File: config.mk
export PLATFORM = sky130hd
export DESIGN_NAME = fetch_unit_flat
export DESIGN_NICKNAME = d
export VERILOG_FILES = /design/src/rtl/fetch_unit_if.sv /design/src/rtl/fetch_unit.sv /design/src/flat_wrapper.sv
export SDC_FILE = /design/constraint.sdc
export NUM_CORES = 1
export LEC_CHECK = 0
export BUFFER_PORTS_ARGS = -buffer_cell sky130_fd_sc_hd__buf_2
export CORE_ASPECT_RATIO = 1.2
export CORE_MARGIN = 2
export CORE_UTILIZATION = 54
export CTS_BUF_LIST = sky130_fd_sc_hd__clkbuf_8
export DETAILED_ROUTE_END_ITERATION = 16
export GPL_TIMING_DRIVEN = 0
export PLACE_DENSITY = 0.83
export SLEW_MARGIN = 20
export SYNTH_ARGS = -nofsm -noshare
export SYNTH_HDL_FRONTEND = slang
export SYNTH_SLANG_ARGS = --single-unit
File: constraint.sdc
create_clock -name CLK -period 4.4 [get_ports CLK]
set_input_delay 0 -clock CLK [delete_from_list [all_inputs] [get_ports CLK]]
set_output_delay 0 -clock CLK [all_outputs]
set_load 0.05 [all_outputs]
File: src/rtl/fetch_unit_if.sv
// Instruction-memory port between the fetch stage and imem/icache.
// master = fetch side (issues requests), slave = memory side.
interface fetch_unit_if;
    logic        ihit;
    logic [31:0] imemload_in;
    logic        imemREN;
    logic [31:0] imemaddr;

    modport master (
        input  ihit,
        input  imemload_in,
        output imemREN,
        output imemaddr
    );

    modport slave (
        output ihit,
        output imemload_in,
        input  imemREN,
        input  imemaddr
    );
endinterface

File: src/rtl/fetch_unit.sv
// Instruction fetch stage: owns the PC, issues imem reads, holds the word.
// Optional FETCH_PERF_EN adds fetch_count / wait_count perf counters.
module fetch_unit #(
    parameter logic [31:0] PC_RESET = 32'h0000_0000
`ifdef FETCH_PERF_EN
    ,
    parameter int CNT_W = 32
`endif
) (
    input  logic         CLK,
    input  logic         nRST,
    fetch_unit_if.master imem,
    input  logic         advance,
    input  logic         jump,
    input  logic         jr,
    input  logic         beq,
    input  logic         bne,
    input  logic         zero,
    input  logic [31:0]  jr_target,
    input  logic         halt,
    output logic [31:0]  instr,
    output logic         instr_valid,
    output logic [31:0]  pc_plus4,
    output logic         halted
`ifdef FETCH_PERF_EN
    ,
    output logic [CNT_W-1:0] fetch_count,
    output logic [CNT_W-1:0] wait_count
`endif
);

    typedef enum logic [1:0] {
        BOOT,
        FETCH,
        ISSUE,
        HALTED
    } state_t;

    state_t      state;
    logic [31:0] pc;
    logic        ren;
    logic [31:0] next_pc;
    logic [31:0] br_off;
    logic        br_taken;

    assign imem.imemREN  = ren;
    assign imem.imemaddr = pc;
    assign pc_plus4      = pc + 32'd4;

    assign br_off   = {{14{instr[15]}}, instr[15:0], 2'b00};
    assign br_taken = (beq & zero) | (bne & ~zero);

    // Redirect priority: jr, then jump, then taken branch, else sequential.
    always_comb begin
        next_pc = pc_plus4;
        if (jr)
            next_pc = jr_target & 32'hFFFF_FFFC;
        else if (jump)
            next_pc = {pc_plus4[31:28], instr[25:0], 2'b00};
        else if (br_taken)
            next_pc = pc_plus4 + br_off;
    end

    // Fetch FSM; request, held word and halt flag are registered with it.
    always_ff @(posedge CLK or negedge nRST) begin
        if (!nRST) begin
            state       <= BOOT;
            pc          <= PC_RESET & 32'hFFFF_FFFC;
            ren         <= 1'b0;
            instr       <= 32'h0;
            instr_valid <= 1'b0;
            halted      <= 1'b0;
        end else begin
            unique case (state)
                BOOT: begin
                    state <= FETCH;
                    ren   <= 1'b1;
                end
                FETCH: begin
                    if (imem.ihit) begin
                        instr       <= imem.imemload_in;
                        instr_valid <= 1'b1;
                        ren         <= 1'b0;
                        state       <= ISSUE;
                    end
                end
                ISSUE: begin
                    if (advance) begin
                        instr_valid <= 1'b0;
                        if (halt) begin
                            halted <= 1'b1;
                            state  <= HALTED;
                        end else begin
                            pc    <= next_pc;
                            ren   <= 1'b1;
                            state <= FETCH;
                        end
                    end
                end
                HALTED: begin
                    state <= HALTED;
                end
            endcase
        end
    end

`ifdef FETCH_PERF_EN
    // Count accepted fetches and FETCH cycles spent waiting on imem.
    always_ff @(posedge CLK or negedge nRST) begin
        if (!nRST) begin
            fetch_count <= '0;
            wait_count  <= '0;
        end else if (state == FETCH) begin
            if (imem.ihit)
                fetch_count <= fetch_count + 1'b1;
            else
                wait_count <= wait_count + 1'b1;
        end
    end
`endif

endmodule

File: src/flat_wrapper.sv
// flat-port wrapper written by rule: the top's interface ports become plain ports
module fetch_unit_flat 
#(
    parameter logic [31:0] PC_RESET = 32'h0000_0000

)
  (CLK, nRST, advance, jump, jr, beq, bne, zero, jr_target, halt, instr, instr_valid, pc_plus4, halted, imem_ihit, imem_imemload_in, imem_imemREN, imem_imemaddr);
  fetch_unit_if imem_i ();
  input  logic CLK;
  input  logic nRST;
  input  logic advance;
  input  logic jump;
  input  logic jr;
  input  logic beq;
  input  logic bne;
  input  logic zero;
  input  logic [31:0] jr_target;
  input  logic halt;
  output logic [31:0] instr;
  output logic instr_valid;
  output logic [31:0] pc_plus4;
  output logic halted;
  input wire logic [$bits(imem_i.ihit)-1:0] imem_ihit;
  input wire logic [$bits(imem_i.imemload_in)-1:0] imem_imemload_in;
  output wire logic [$bits(imem_i.imemREN)-1:0] imem_imemREN;
  output wire logic [$bits(imem_i.imemaddr)-1:0] imem_imemaddr;
  assign imem_i.ihit = imem_ihit;
  assign imem_i.imemload_in = imem_imemload_in;
  assign imem_imemREN = imem_i.imemREN;
  assign imem_imemaddr = imem_i.imemaddr;
  fetch_unit #(.PC_RESET(PC_RESET)) u_core (.CLK(CLK), .nRST(nRST), .imem(imem_i), .advance(advance), .jump(jump), .jr(jr), .beq(beq), .bne(bne), .zero(zero), .jr_target(jr_target), .halt(halt), .instr(instr), .instr_valid(instr_valid), .pc_plus4(pc_plus4), .halted(halted));
endmodule
==> impl_metrics.csv <==
group,metric,value,unit
timing,drv_slew,0,
floorplan,core_area,10400,sq um
placement,place_congestion,0.980,
placement,place_hpwl,14700,um
outcome,status,"completed",
final_layout,ff_latch_area,1680,sq um
grt,grt-ovfl-total,0,
power,powerDensity,806,nW/um^2
routing,dr_wl_met2,10400,um
floorplan,start_util,0.547,
floorplan,std_cell_rows,41,
timing,period_needed,4220,ps
final_layout,multi_input_area,3800,sq um
synth,synthCells,682,
routing,viasPerCell,6.25,
setup_path,critPathKind,"reg -> reg",
synth,synth.cell_area,5670,sq um
final_layout,final.fill_count,801,
timing,relSlewSlack,0.400,
placement,io_buffers,164,
floorplan,boundaryPins,173,
final_layout,drive_above_1_share,0.264,
synth,synthArstFlopShare,1.00,
routing,drtPass1Iterations,6,
clocking,cts_tree,"built",
clocking,cts_buffers,9,
setup_path,slowest_delay,490,ps
routing,wl_per_cell,20.2,um
clocking,cts.sinks,67,
routing,wl_met1,7520,um
routing,routed_wl,21200,um
clocking,clk-insertion-delay-late,360,ps
floorplan,die_w,97.5,um
placement,post-place-ws,319,ps
routing,top_layer_used,"met4",
final_layout,stdcell_count,1051,
setup_path,cp.required,4690,ps
routing,num_vias,6568,
floorplan,dieHeight,116,um
final_layout,fin_nets,1029,
synth,ys_seq_elements,67,
clocking,htree_num_levels,3,
clocking,clk_pin_slew,80,ps
synth,synth_edf_count,0,
grt,grt_pass1_vias,6378,
timing,fin_worst_skew,9.36,ps
grt,grt_usage,0.364,
timing,hold_viol_final,0,
routing,drc_errors,0,
setup_path,critical_path.cell_chain,"and4_1 -> buf_2 -> nor2b_1 -> buf_2 -> nand4_1 -> xnor2_2 -> ha_1 -> and3_4 -> or3b_1 -> a21o_4 -> a211o_2 -> and3_1 -> o311ai_1 -> o211ai_1 -> nand3_1",
setup_path,start_kind,"flop",
routing,dr_wl_met3,2090,um
power,p_leak,3.68,nW
setup_path,path_delay_family,"simple AND/OR/NAND/NOR gates",
setup_path,cp_num_buf_inv,2,
final_layout,area_growth,32.6,%
clocking,root_buffer,"clkbuf_8",
final_layout,diodes,0,
synth,yosysUniqueCellTypes,70,
clocking,cts_buffer_depth,2,
grt,grt_first_pass_wirelength,32400,um
timing,tightest_slew,900,ps
routing,first_iter_violations,644,
grt,grt_max_degree,43,
synth,ys_seq_area_frac,0.296,
placement,place_inst,979,
routing,ant_nets,0,
timing,fin_crit_sh,0.960,
timing,rsz0062_at_grt,"no",
min_path,hp-class,"in -> reg",
timing,clock.fmax,237,MHz
clocking,cts_setup_buffers,0,
synth,yosysWarnings,0,
timing,setup_viol,0,
setup_path,crit_path_max_fanout,8,
grt,antenna_found_initial,0,
power,ir_worst_vdd,0.479,mV
run,drv_cap,0,
setup_path,critPathCaptureType,"flop",
setup_path,cp.arrival,4520,ps
synth,synth_area_per_cell,8.31,sq um
floorplan,die_area,11300,sq um
setup_path,cpMostUsedCell,"buf_2",
synth,ys.flop_type,"dfrtp_1",
setup_path,slowest_stage,"dfrtp_1",
timing,fin_ws,176,ps
cell usage after synthesis (9+ instances only):
| cell type | instances | share of area |
|---|---|---|
| a21o_1 | 14 | 0.019 |
| dfrtp_1 | 67 | 0.30 |
| ha_1 | 37 | 0.082 |
| xnor2_1 | 26 | 0.040 |
| nor2_1 | 59 | 0.039 |
| inv_1 | 19 | 0.013 |
| o21ai_0 | 37 | 0.033 |
| a31oi_1 | 9 | 0.0099 |
| nand2_1 | 78 | 0.052 |
| nand4_1 | 12 | 0.013 |
| nand3_1 | 29 | 0.026 |
| a21oi_1 | 61 | 0.054 |
| xor2_1 | 15 | 0.023 |
| mux2_2 | 35 | 0.070 |
| nor3_1 | 10 | 0.0088 |
| clkbuf_1 | 29 | 0.019 |
| and3_1 | 12 | 0.013 |
metal layers:
metal	vias up	global-route usage
met4	0	0.227
met3	118	0.0628
met5	-	0
met2	438	0.630
li1	2962	-
met1	3050	0.424
sequential cells by signal, summed over array words and instances (netlist names):
| name | cells |
|---|---|
| u_core.instr | 32 |
| u_core.halted | 1 |
| u_core.instr_valid | 1 |
| u_core.state | 2 |
| u_core.imem.imemREN | 1 |
| u_core.imem.imemaddr | 30 |
layout make-up:
class	instances	share of cell area
buffer	37	0.0210
clock buffer	9	0.0165
clock inverter	7	0.0155
inverter	21	0.0105
multi-input combinational	560	0.505
sequential	67	0.223
tap	129	0.0215
timing repair buffer	221	0.187
kinds of logic (layout without fill, tap and decap cells):
group | Yosys count | in the layout | synth area share
multiplexers | 40 | 40 | 0.0783
other | 1 | 4 | 0.000661
AO/OA/AOI/OAI | 197 | 197 | 0.230
XOR/XNOR | 41 | 41 | 0.0633
flip-flops | 67 | 67 | 0.296
AND/OR/NAND/NOR | 240 | 240 | 0.205
buffers and inverters | 58 | 295 | 0.0417
adder cells (fa/ha/maj) | 38 | 38 | 0.0852
metrics by stage:
step                total power, W  instance area [sq um]  setup TNS, ps  utilization  hold WS [ps]
floorplan                  0.00430                   5700           -229            -          -296
global placement           0.00520                   6690              0        0.645           232
detailed placement         0.00524                   6710              0        0.647         -61.4
CTS                        0.00594                   7510              0        0.725          1.39
global route               0.00640                   7510              0        0.725          48.3
finish                     0.00605                   7510              0        0.725          12.4
tightest hold or removal path: cells and delay by family:
kind | cells | cell delay (ps)
and+or+nand+nor | 1 | 50
AOI/OAI and AO/OA | 2 | 210
buffers and inverters | 1 | 80
report_power, final:
group	switching [W]	total, W	internal [W]	leakage (nW)
clock network	0.000265	0.000641	0.000375	0.119
registers	0.000364	0.00123	0.000864	0.827
logic	0.00287	0.00419	0.00132	2.73
placed cells by master (no fill, tap or decap), types with 15 or more instances in the layout:
cell type and count:
mux2_2 35, nand3_1 29, clkbuf_1 29, xnor2_1 23, a21oi_1 61, dlygate4sd3_1 56, inv_1 19, nand2_1 78
dfrtp_1 67, nor2_1 59, buf_2 166, xor2_1 15, o21ai_0 37, ha_1 37
worst paths after layout:
path,start,end,slack (ps),depth (start not counted)
max in group asynchronous,nRST,u_core.imem.imemaddr[26]$_DFFE_PN0P_,3740,3
max reg2reg,u_core.imem.imemaddr[4]$_DFFE_PN0P_,u_core.imem.imemaddr[25]$_DFFE_PN0P_,180,15
max,u_core.imem.imemaddr[4]$_DFFE_PN0P_,u_core.imem.imemaddr[25]$_DFFE_PN0P_,180,15
min reg2reg,u_core.instr[26]$_DFFE_PN0P_,u_core.instr[26]$_DFFE_PN0P_,500,1
min,jr_target[8],u_core.imem.imemaddr[8]$_DFFE_PN0P_,10,4
min in group asynchronous,nRST,u_core.instr[10]$_DFFE_PN0P_,100,2
repair_timing:
item                                    CTS  global route
hold endpoints to repair                122             0
hold buffers                             56             0
gates resized for setup                   0             1
endpoints found under the setup margin    0             2
Power figures use the tool's default switching activity.
